<file path="config.mk">
export PLATFORM = sky130hd
export DESIGN_NAME = layer_control_unit_flat
export DESIGN_NICKNAME = d
export VERILOG_FILES = /design/src/rtl/layer_control_unit_if.sv /design/src/rtl/layer_control_unit.sv /design/src/flat_wrapper.sv
export SDC_FILE = /design/constraint.sdc
export NUM_CORES = 1
export LEC_CHECK = 0
export ABC_CLOCK_PERIOD_IN_PS = 1300
export CAP_MARGIN = 40
export CORE_UTILIZATION = 41
export CTS_CLUSTER_DIAMETER = 60
export DETAILED_ROUTE_END_ITERATION = 6
export PLACE_DENSITY = 0.73
export SLEW_MARGIN = 20
export SYNTH_ARGS = -nofsm -noshare
export SYNTH_HDL_FRONTEND = slang
export SYNTH_SLANG_ARGS = --single-unit
</file>
<file path="constraint.sdc">
create_clock -name clk -period 1.3 [get_ports clk]
set_input_delay 0.26 -clock clk [delete_from_list [all_inputs] [get_ports clk]]
set_output_delay 0.26 -clock clk [all_outputs]
set_load 0.03 [all_outputs]
</file>
<file path="src/rtl/layer_control_unit_if.sv">
// Handshake and datapath-control bundle between the network sequencer, the
// layer control unit and the AG/ALU/output-buffer datapath.
interface layer_control_unit_if #(
  parameter int ADDR_W = 8,
  parameter int NEUR_W = 1
);
  logic              start;
  logic              forget;
  logic              busy;
  logic              done;
  logic              AG_rst;
  logic              AG_read;
  logic [ADDR_W-1:0] AG_addr;
  logic              ALU_rst;
  logic              ALU_forget;
  logic              ALU_acc_en;
  logic              out_we;
  logic [NEUR_W-1:0] neuron_idx;

  modport master (
    output start, forget,
    input  busy, done, AG_rst, AG_read, AG_addr,
    input  ALU_rst, ALU_forget, ALU_acc_en, out_we, neuron_idx
  );

  modport slave (
    input  start, forget,
    output busy, done, AG_rst, AG_read, AG_addr,
    output ALU_rst, ALU_forget, ALU_acc_en, out_we, neuron_idx
  );
endinterface

</file>
<file path="src/rtl/layer_control_unit.sv">
// Sequencer for one fully-connected layer: drives AG reads and ALU accumulation
// for N_NEURONS x N_INPUTS steps, writing one result per neuron.
module layer_control_unit #(
  parameter int N_INPUTS  = 4,
  parameter int N_NEURONS = 2,
  parameter int READ_LAT  = 1,
  parameter int ADDR_W    = 8,
  parameter int NEUR_W    = 1
) (
  input logic                 clk,
  input logic                 reset,
  layer_control_unit_if.slave bus
);

  localparam int I_W = (N_INPUTS > 1) ? $clog2(N_INPUTS) : 1;
  localparam int D_W = (READ_LAT > 1) ? $clog2(READ_LAT) : 1;

  localparam logic [I_W-1:0]    LAST_I = I_W'(N_INPUTS - 1);
  localparam logic [D_W-1:0]    LAST_D = D_W'(READ_LAT - 1);
  localparam logic [NEUR_W-1:0] LAST_N = NEUR_W'(N_NEURONS - 1);
  localparam logic [ADDR_W-1:0] STRIDE = ADDR_W'(N_INPUTS);

  typedef enum logic [2:0] {
    S_IDLE,
    S_CLEAR,
    S_FETCH,
    S_DRAIN,
    S_WRITE,
    S_DONE
  } state_t;

  state_t              state_q, state_d;
  logic [NEUR_W-1:0]   n_q, n_d;
  logic [I_W-1:0]      i_q, i_d;
  logic [D_W-1:0]      d_q, d_d;
  logic [ADDR_W-1:0]   base_q, base_d;
  logic                fgt_q, fgt_d;
  logic                flush;
  logic                ag_read;
  logic [READ_LAT-1:0] rd_pipe;
  logic [READ_LAT:0]   rd_shift;

  always_ff @(posedge clk) begin
    if (reset) begin
      state_q <= S_IDLE;
      n_q     <= '0;
      i_q     <= '0;
      d_q     <= '0;
      base_q  <= '0;
      fgt_q   <= 1'b0;
    end else begin
      state_q <= state_d;
      n_q     <= n_d;
      i_q     <= i_d;
      d_q     <= d_d;
      base_q  <= base_d;
      fgt_q   <= fgt_d;
    end
  end

  // Read strobe delay line: bit READ_LAT-1 marks data arriving at the ALU.
  // A forget flushes it so reads already in flight never get accumulated.
  assign rd_shift = {rd_pipe, ag_read};

  always_ff @(posedge clk) begin
    if (reset || flush) begin
      rd_pipe <= '0;
    end else begin
      rd_pipe <= rd_shift[READ_LAT-1:0];
    end
  end

  always_comb begin
    state_d = state_q;
    n_d     = n_q;
    i_d     = i_q;
    d_d     = d_q;
    base_d  = base_q;
    fgt_d   = 1'b0;
    flush   = 1'b0;

    unique case (state_q)
      S_IDLE: begin
        n_d    = '0;
        i_d    = '0;
        base_d = '0;
        if (bus.start) begin
          state_d = S_CLEAR;
        end
      end

      S_CLEAR: begin
        i_d     = '0;
        d_d     = '0;
        state_d = S_FETCH;
      end

      S_FETCH: begin
        if (bus.forget) begin
          state_d = S_CLEAR;
          fgt_d   = 1'b1;
          flush   = 1'b1;
          i_d     = '0;
        end else if (i_q == LAST_I) begin
          state_d = S_DRAIN;
          d_d     = '0;
        end else begin
          i_d = i_q + 1'b1;
        end
      end

      S_DRAIN: begin
        if (bus.forget) begin
          state_d = S_CLEAR;
          fgt_d   = 1'b1;
          flush   = 1'b1;
          i_d     = '0;
        end else if (d_q == LAST_D) begin
          state_d = S_WRITE;
        end else begin
          d_d = d_q + 1'b1;
        end
      end

      S_WRITE: begin
        if (n_q == LAST_N) begin
          state_d = S_DONE;
        end else begin
          state_d = S_CLEAR;
          n_d     = n_q + 1'b1;
          base_d  = base_q + STRIDE;
          i_d     = '0;
        end
      end

      S_DONE: begin
        state_d = S_IDLE;
        n_d     = '0;
        i_d     = '0;
        base_d  = '0;
      end

      default: begin
        state_d = S_IDLE;
      end
    endcase
  end

  // Every output is a decode of registered state only.
  assign ag_read        = (state_q == S_FETCH);
  assign bus.AG_read    = ag_read;
  assign bus.AG_rst     = (state_q == S_IDLE) || (state_q == S_CLEAR);
  assign bus.AG_addr    = base_q + ADDR_W'(i_q);
  assign bus.busy       = (state_q != S_IDLE);
  assign bus.done       = (state_q == S_DONE);
  assign bus.ALU_rst    = (state_q == S_CLEAR);
  assign bus.ALU_forget = (state_q == S_CLEAR) && fgt_q;
  assign bus.ALU_acc_en = rd_pipe[READ_LAT-1];
  assign bus.out_we     = (state_q == S_WRITE);
  assign bus.neuron_idx = ((state_q == S_IDLE) || (state_q == S_DONE)) ? '0 : n_q;

endmodule

</file>
<file path="src/flat_wrapper.sv">
// flat-port wrapper written by rule: the top's interface ports become plain ports
module layer_control_unit_flat 
#(
  parameter int N_INPUTS  = 4,
  parameter int N_NEURONS = 2,
  parameter int READ_LAT  = 1,
  parameter int ADDR_W    = 8,
  parameter int NEUR_W    = 1
)
  (clk, reset, bus_start, bus_forget, bus_busy, bus_done, bus_AG_rst, bus_AG_read, bus_AG_addr, bus_ALU_rst, bus_ALU_forget, bus_ALU_acc_en, bus_out_we, bus_neuron_idx);
  layer_control_unit_if #(.ADDR_W(ADDR_W), .NEUR_W(NEUR_W)) bus_i ();
  input logic clk;
  input logic reset;
  input wire logic [$bits(bus_i.start)-1:0] bus_start;
  input wire logic [$bits(bus_i.forget)-1:0] bus_forget;
  output wire logic [$bits(bus_i.busy)-1:0] bus_busy;
  output wire logic [$bits(bus_i.done)-1:0] bus_done;
  output wire logic [$bits(bus_i.AG_rst)-1:0] bus_AG_rst;
  output wire logic [$bits(bus_i.AG_read)-1:0] bus_AG_read;
  output wire logic [$bits(bus_i.AG_addr)-1:0] bus_AG_addr;
  output wire logic [$bits(bus_i.ALU_rst)-1:0] bus_ALU_rst;
  output wire logic [$bits(bus_i.ALU_forget)-1:0] bus_ALU_forget;
  output wire logic [$bits(bus_i.ALU_acc_en)-1:0] bus_ALU_acc_en;
  output wire logic [$bits(bus_i.out_we)-1:0] bus_out_we;
  output wire logic [$bits(bus_i.neuron_idx)-1:0] bus_neuron_idx;
  assign bus_i.start = bus_start;
  assign bus_i.forget = bus_forget;
  assign bus_busy = bus_i.busy;
  assign bus_done = bus_i.done;
  assign bus_AG_rst = bus_i.AG_rst;
  assign bus_AG_read = bus_i.AG_read;
  assign bus_AG_addr = bus_i.AG_addr;
  assign bus_ALU_rst = bus_i.ALU_rst;
  assign bus_ALU_forget = bus_i.ALU_forget;
  assign bus_ALU_acc_en = bus_i.ALU_acc_en;
  assign bus_out_we = bus_i.out_we;
  assign bus_neuron_idx = bus_i.neuron_idx;
  layer_control_unit #(.N_INPUTS(N_INPUTS), .N_NEURONS(N_NEURONS), .READ_LAT(READ_LAT), .ADDR_W(ADDR_W), .NEUR_W(NEUR_W)) u_core (.clk(clk), .reset(reset), .bus(bus_i));
endmodule
</file>
; ---- Yosys cells after proc, flatten, opt, wreduce, memory -nomap -nowiden
; Index checks and enable logic that the tools add are counted.
[word_totals]
n_memories = 0
latch_bits = 0
ramBits = 0
word_cells = 67
ff_bits = 17
mem_bits_ro = 0
in_bits = 4
out_inout_bits = 17
[op_classes]
multipliers = 0
order_cmp = 0
reduce_logical = 16
shifts = 0
addsub = 5
bitwise = 0
eq_ne = 15
div_mod_pow = 0
n_mux = 24
[op_table]
columns = operator, n
row1 = two-way mux 3 bit, 6
row2 = one-hot mux 8 bit (2 select lines), 1
row3 = one-hot mux 3 bit (5 select lines), 1
row4 = inequality test 2 bit (second input constant), 5
row5 = adder 8 x 2 -> 8 bit, 1
row6 = adder 8 x 3 -> 8 bit (second input constant), 1
row7 = two-way mux 1 bit, 8
row8 = two-way mux 2 bit, 4
row9 = two-way mux 8 bit, 1
row10 = one-hot mux 2 bit (4 select lines), 1
row11 = AND reduction 4 bit, 2
row12 = == test 3 x 2 -> 1 bit (second input constant), 2
row13 = == test 3 bit (second input constant), 2
row14 = inequality test 3 bit (second input constant), 2
row15 = nonzero test 3 bit, 2
row16 = nonzero test 4 bit, 1
row17 = OR reduction 2 bit, 2
row18 = == test 3 x 1 -> 1 bit (second input constant), 1
row19 = logical NOT 3 bit, 1
row20 = logical OR 1 bit, 3
row21 = inequality test 3 x 2 -> 1 bit (second input constant), 1
row22 = one-hot mux 1 bit (3 select lines), 1
row23 = AND reduction 3 bit, 1
row24 = OR reduction 3 bit, 1
row25 = other kinds (8), 9

; ---- Logic depth before layout (Yosys ltp)
; Gate-level depths: netlist of the first run.
[depth]
ltp_word = 4
mapped_depth = 6
mapped_depth_nobuf = 5

; ---- Worst setup path before layout of the first run
; Ideal clock, no wire load.
[synth_timing]
path_type = register to output
start = register u_core.state_q[1]
end = output bus_ALU_forget
arrival_time_ps = 1457
path_buffers = 2
slack_ps = -417
stages_incl_launch_ff = 5
required_ps = 1040
cell_sequence = dfxtp_1 -> buf_2 -> clkbuf_1 -> nor2_1 -> and2_1
[synth_via]
elab_chain_cells = 2
[synth_rtl]
columns = item, line_no
row1 = from (decl), layer_control_unit.sv:32  ; state_t state_q, state_d;
row2 = from (signal assigned), layer_control_unit.sv:52  ; state_q <= state_d;
row3 = == test 3 x 1 -> 1 bit, --
row4 = named net bus_ALU_rst, flat_wrapper.sv:21  ; output wire logic [$bits(bus_i.ALU_rst)-1:0] bus_ALU_rst;
row5 = logical AND 1 bit, layer_control_unit.sv:157  ; assign bus.ALU_forget = (state_q == S_CLEAR) && fgt_q;
row6 = to (decl), flat_wrapper.sv:22  ; output wire logic [$bits(bus_i.ALU_forget)-1:0] bus_ALU_forget;
; The timed path passes the listed nets, and every way through them passes these cells.

; ---- Worst setup path after layout of the first run
[layout_timing]
start = register u_core.state_q[1]
end = output bus_busy
[layout_via]
elab_chain_cells = 1
[layout_rtl]
columns = item, line_no
row1 = nonzero test 3 bit, layer_control_unit.sv:154  ; assign bus.busy = (state_q != S_IDLE);
row2 = to (decl), flat_wrapper.sv:16  ; output wire logic [$bits(bus_i.busy)-1:0] bus_busy;
; Every way passes these cells.

==> impl_metrics.csv, run 1 <==
group,metric,value,unit
routing,vias,814,
power_and_ir_drop,leakagePower,0.569,nW
worst_setup_path,cp_slowest_cell,"or3_4",
worst_setup_path,worstSetupPathType,"reg2out",
global_routing,grt_pass1_wl,3700,um
clock_tree,clock_latency,0.29,ns
logic_synthesis,synthSimpleGateAreaFrac,32.9,%
clock_tree,cts_root_buffer,"clkbuf_4",
worst_setup_path,crit_family,"simple AND/OR/NAND/NOR gates",
clock_tree,numCtsBuffers,3,
sta,tns,-2.09,ns
logic_synthesis,ys_types,32,
power_and_ir_drop,peakVddDrop,0.731,mV
worst_setup_path,arrival,1.31,ns
final_layout,finalNetCount,137,
worst_setup_path,start_kind,"register",
final_layout,design_area,0.00137,sq mm
logic_synthesis,synth_xor_area_share,4.61,%
logic_synthesis,syn_area,761,sq um
worst_setup_path,slowest_delay,0.38,ns
sta,worst_pin_slew,0.372,ns
die,core-area,0.00173,sq mm
final_layout,syn_to_final_growth,80.1,%
flow_run,drv_cap,0,
worst_setup_path,end_kind,"primary output",
clock_tree,cts_htree_levels,1,
global_routing,grt_pass1_vias,758,
sta,period_share,121,%
routing,drc,0,
die,num_io_pins,21,
power_and_ir_drop,powerDensity,878,mW/mm^2
global_routing,grtUsageMet1,35.1,%
logic_synthesis,synthCells,91,
clock_tree,clk_pin_slew,0.09,ns
logic_synthesis,syn_area_per_cell,8.36,sq um
logic_synthesis,synthAdderAreaFrac,3.29,%
placement,hpwl,1180,um
global_routing,grt_max_degree,11,
sta,grt_setup_unrepaired,"yes",
sta,setup_slack,-0.268,ns
final_layout,final_cell_mix,"26 x buf_4, 12 x buf_6, 9 x nor2_1",
global_routing,met3_usage,4.40,%
placement,gp_congestion,0.761,
logic_synthesis,ys_seq_elements,14,
sta,slew_headroom,74.9,%
sta,drv_slew,0,
global_routing,grt_usage,26.1,%
logic_synthesis,synth-compound-area-share,8.06,%
final_layout,num_antenna_cells,0,
global_routing,antenna_found_initial,0,
worst_setup_path,required,1.04,ns
logic_synthesis,postSynthNetCount,97,
outcome,failed_checks,"setup timing",
routing,wirelength,2530,um
hold_path,hold_path.class,"reg2reg",
logic_synthesis,synth.yosys.seq_area_share,36.8,%
placement,portBuffers,20,
die,dieWidth,45.1,um
routing,drtIter0Drc,26,
worst_setup_path,crit_chain,"buf_12 > or3_4 > buf_6",
global_routing,gr-usage-met2,37.7,%
die,die_area,0.00203,sq mm
routing,viasPerCell,5.29,
global_routing,grt-busiest-layer,"met2",
sta,clock.fmax,638,MHz
placement,place_area,0.00107,sq mm
die,row_count,15,
clock_tree,cts_sinks,14,
clock_tree,cts_hold_buf,0,
sta,fin_crit,1.57,ns
logic_synthesis,synthMuxAreaShare,5.43,%
global_routing,overflow,0,
routing,drt-pass1-iter-count,4,
worst_setup_path,critPathMaxFanout,5,
die,initial_utilization,44.1,%
sta,finalSetupViolCount,14,
clock_tree,cts_tree,"built",
logic_synthesis,synth_top_family_by_area,"simple AND/OR/NAND/NOR gates",
routing,ant_nets,0,
worst_setup_path,cp_num_buf_inv,2,
final_layout,mostFrequentLayoutCell,"buf_4",
worst_setup_path,crit_cells,3,
die,die_h,45.1,um
outcome,status,"finished with violations",
clock_tree,clockBufferDepth,2,
worst_setup_path,ff2ff_path_depth,5,
sta,hold_violations,0,
sta,finalClockSkew,0.00725,ns
logic_synthesis,yosysWarningCount,0,
routing,routedWlPerCell,16.4,um
final_layout,drive_gt1_share,58.9,%
hold_path,min_path_cells,2,
final_layout,fin_util,79.3,%
==> report_power, final <==
group	leakage, nW	internal (W)	switching [W]
Combinational	0.438	0.000254	0.000222
Clock	0.0138	0.000108	0.000156
Sequential	0.117	0.000445	0.0000181
==> logic make-up after synthesis <==
logic type	after synthesis
buf+inv	14
mux	4
flops	14
xor+xnor	4
fa+ha+maj	2
compound gates	10
simple gates	43
==> sequential cells by signal (all words and copies together) (netlist names) <==
name and count:
u_core.i_q 2, u_core.base_q 6, u_core.n_q 1, u_core.bus.ALU_acc_en 1, u_core.fgt_q 1, u_core.state_q 3
==> cell usage after synthesis <==
master,count,area [sq um]
nor3b_1,1,7.51
mux2i_1,3,30.0
o22ai_1,1,6.26
buf_4,1,7.51
mux2_2,1,11.3
inv_1,1,3.75
dfxtp_1,14,280
nor4b_1,1,8.76
ha_1,2,25.0
o41ai_1,1,8.76
clkbuf_1,8,30.0
nor2b_1,4,25.0
buf_2,3,15.0
buf_6,1,11.3
nand2_1,3,11.3
nand3_1,2,10.0
o21ai_0,3,15.0
a21o_1,1,7.51
nor3_1,4,20.0
a221oi_1,1,8.76
nand2b_1,5,31.3
and4_1,1,8.76
and3b_1,2,17.5
or2_2,1,6.26
xnor2_1,4,35.0
and2_1,2,12.5
nor3_4,1,16.3
or3_1,1,6.26
or3b_1,1,8.76
nor2_1,11,41.3
a21oi_1,3,15.0
nor4_1,3,18.8
==> final cells by class <==
class | instances | area (sq um)
clock buffer | 3 | 22.5
fill | 95 | 357
inverter | 1 | 3.75
multi-input combinational | 63 | 547
sequential | 14 | 294
tap | 25 | 31.3
timing repair buffer | 48 | 472
==> final timing paths <==
kind	start	end	slack [ns]
max	u_core.state_q[1]	bus_busy	-0.27
min	u_core.i_q[0]	u_core.i_q[0]	0.50
max reg2reg	u_core.state_q[0]	u_core.base_q[7]	-0.19
min reg2reg	u_core.i_q[0]	u_core.i_q[0]	0.50
==> per-stage QoR <==
stage | std cells | total power (W) | hold slack (ns) | worst slack [ns]
2_1_floorplan | 91 | 0.000657 | 0.410 | -0.0769
3_3_place_gp | 142 | 0.000775 | 0.469 | -0.194
3_5_place_dp | 142 | 0.000778 | 0.478 | -0.272
4_1_cts | 151 | 0.00113 | 0.494 | -0.252
5_1_grt | 154 | 0.00124 | 0.527 | -0.297
6_report | 154 | 0.00120 | 0.502 | -0.268
==> timing repair <==
| item | CTS | global route |
|---|---|---|
| setup endpoints to repair | 15 | 20 |
| setup buffers | 5 | 4 |
| cloned | 1 | 0 |
| pin swaps | 7 | 8 |
| resized for setup | 32 | 22 |
==> metal layers <==
layer | up-vias | share of wire [%]
met2 | 28 | 46
met5 | - | 0
met4 | 0 | 2.1
li1 | 382 | -
met3 | 6 | 5.2
met1 | 398 | 46
==> worst min-delay path, cell delays in order (launching register included) <==
cell	delay, ns
dfxtp_2	0.34
nand2b_1	0.06
mux2i_1	0.06
Power figures use the tool's default switching activity.
==> inputs of run 2 (changes only) <==
--- a/config.mk
+++ b/config.mk
@@ -8,9 +8,9 @@
 export ABC_CLOCK_PERIOD_IN_PS = 1300
 export CAP_MARGIN = 40
 export CORE_UTILIZATION = 41
-export CTS_CLUSTER_DIAMETER = 60
 export DETAILED_ROUTE_END_ITERATION = 6
 export PLACE_DENSITY = 0.73
+export RECOVER_POWER = 100
 export SLEW_MARGIN = 20
 export SYNTH_ARGS = -nofsm -noshare
 export SYNTH_HDL_FRONTEND = slang
==> run 2 against run 1 <==
Against the previous run: the flow still finishes with violations (setup timing); clock-buffer cell count is the same; clock skew grew 0.0021 ns; non-clock buffer count is the same; largest power group unchanged; cell area shrank 1.1%; sequential cell count is the same; combinational power is essentially flat; clock power is essentially flat; cell count is the same; die area is the same; register-to-register slack is essentially flat; routed wire length grew 0.36%; fmax is essentially flat; critical endpoint unchanged.
==> impl_metrics.csv, run 2 (synthesis results as in run 1) <==
group,metric,value,unit
routing,wirelength,2540,um
sta,worst_pin_slew,0.370,ns
sta,hold_violations,0,
final_layout,finalNetCount,137,
power_and_ir_drop,powerDensity,887,mW/mm^2
worst_setup_path,arrival,1.31,ns
final_layout,largest_reg_flops,6,
global_routing,grt_max_degree,11,
routing,viasPerCell,5.29,
worst_setup_path,slowest_delay,0.38,ns
die,row_count,15,
power_and_ir_drop,peakVddDrop,0.733,mV
routing,drt-pass1-iter-count,4,
power_and_ir_drop,finalPower,0.00120,W
die,die_h,45.1,um
global_routing,grt_pass1_vias,758,
sta,slew_headroom,75.0,%
worst_setup_path,r2r_slack,-0.19,ns
clock_tree,clk_pin_slew,0.10,ns
hold_path,holdPathEnd,"u_core.i_q[0]",
routing,drc,0,
global_routing,grt_usage,26.1,%
clock_tree,numCtsBuffers,3,
placement,gp_congestion,0.761,
worst_setup_path,cp_slowest_cell,"or3_4",
clock_tree,cts_root_buffer,"clkbuf_4",
clock_tree,cts_tree,"built",
worst_setup_path,required,1.04,ns
worst_setup_path,worstSetupPathType,"reg2out",
clock_tree,cts_sinks,14,
die,core-area,0.00173,sq mm
final_layout,drive_gt1_share,57.4,%
final_layout,num_antenna_cells,0,
die,initial_utilization,44.1,%
outcome,status,"finished with violations",
power_and_ir_drop,leakagePower,0.561,nW
die,die_area,0.00203,sq mm
clock_tree,cts_htree_levels,1,
worst_setup_path,crit_family,"simple AND/OR/NAND/NOR gates",
sta,finalSetupViolCount,14,
final_layout,reg.largest.list,"u_core.base_q x6, u_core.state_q x3, u_core.i_q x2",
clock_tree,clock_latency,0.29,ns
sta,period_share,121,%
global_routing,antenna_found_initial,0,
sta,fin_crit,1.57,ns
clock_tree,clockBufferDepth,2,
routing,vias,815,
routing,ant_nets,0,
hold_path,hold_path.class,"reg2reg",
worst_setup_path,critPathMaxFanout,5,
outcome,failed_checks,"setup timing",
hold_path,min_path_cells,2,
worst_setup_path,ff2ff_path_depth,5,
sta,setup_slack,-0.269,ns
sta,tns,-2.11,ns
sta,finalClockSkew,0.00937,ns
sta,grt_setup_unrepaired,"yes",
final_layout,top_register,"u_core.base_q",
worst_setup_path,end_kind,"primary output",
placement,pre_cts_slack,-0.272,ns
worst_setup_path,reg2reg_to,"u_core.base_q[7]",
flow_run,drv_cap,0,
final_layout,syn_to_final_growth,78.1,%
final_layout,final_cell_mix,"21 x buf_4, 12 x buf_6, 9 x nor2_1",
placement,portBuffers,20,
routing,routedWlPerCell,16.5,um
global_routing,overflow,0,
global_routing,grt_pass1_wl,3700,um
worst_setup_path,cp_num_buf_inv,2,
die,num_io_pins,21,
routing,drtIter0Drc,23,
worst_setup_path,start_kind,"register",
worst_setup_path,r2r-start,"u_core.state_q[0]",
hold_path,hp-start,"u_core.i_q[0]",
sta,drv_slew,0,
final_layout,fin_util,78.5,%
worst_setup_path,crit_chain,"buf_12 > or3_4 > buf_6",
placement,place_area,0.00107,sq mm
final_layout,mostFrequentLayoutCell,"buf_4",
placement,hpwl,1180,um
sta,clock.fmax,637,MHz
die,dieWidth,45.1,um
final_layout,design_area,0.00136,sq mm
[run 2: area by class of cell]
cell class                 instances  area, sq um
inverter                           1         3.75
clock buffer                       3         22.5
timing repair buffer              48          458
multi-input combinational         63          547
fill                              99          372
sequential                        14          293
tap                               25         31.3
[run 2: tightest hold or removal path: stages, from the launching register on]
cell	delay, ns
dfxtp_2	0.34
nand2b_1	0.06
mux2i_1	0.06
[run 2: worst max-delay path by stage]
stage                            from             end  slack (ns)  depth (start not counted)
floorplan           u_core.state_q[1]  bus_ALU_forget       -0.08                          4
global placement           bus_forget   u_core.i_q[0]       -0.19                          6
detailed placement         bus_forget   u_core.i_q[1]       -0.27                          6
CTS                 u_core.state_q[1]        bus_busy       -0.25                          3
global route        u_core.state_q[2]  bus_ALU_forget       -0.30                          5
finish              u_core.state_q[1]        bus_busy       -0.27                          3
[run 2: what timing repair did]
action | CTS | global route
hold buffers | 0 | 0
pin swaps | 7 | 8
resized for setup | 32 | 22
gates cloned | 1 | 0
setup endpoints to repair | 15 | 20
setup buffers | 5 | 4
[run 2: through the flow]
stage / std cells / hold slack (ns)
after floorplan: 91 / 0.410
after global placement: 142 / 0.469
after detailed placement: 142 / 0.478
after CTS: 151 / 0.494
after global routing: 154 / 0.525
final: 154 / 0.502
[run 2: per-layer routing]
| layer | share of wire [%] | global-route usage [%] |
|---|---|---|
| met1 | 46 | 35.1 |
| met2 | 47 | 37.7 |
| met3 | 5.3 | 4.40 |
| met4 | 2.1 | 18.2 |
| met5 | 0 | 0 |
[run 2: report_power, final]
| part | leakage (nW) | switching, W | total [W] | internal, W |
|---|---|---|---|---|
| Combinational | 0.431 | 0.000221 | 0.000473 | 0.000252 |
| Clock | 0.0138 | 0.000159 | 0.000267 | 0.000108 |
| Sequential | 0.117 | 0.0000178 | 0.000462 | 0.000444 |
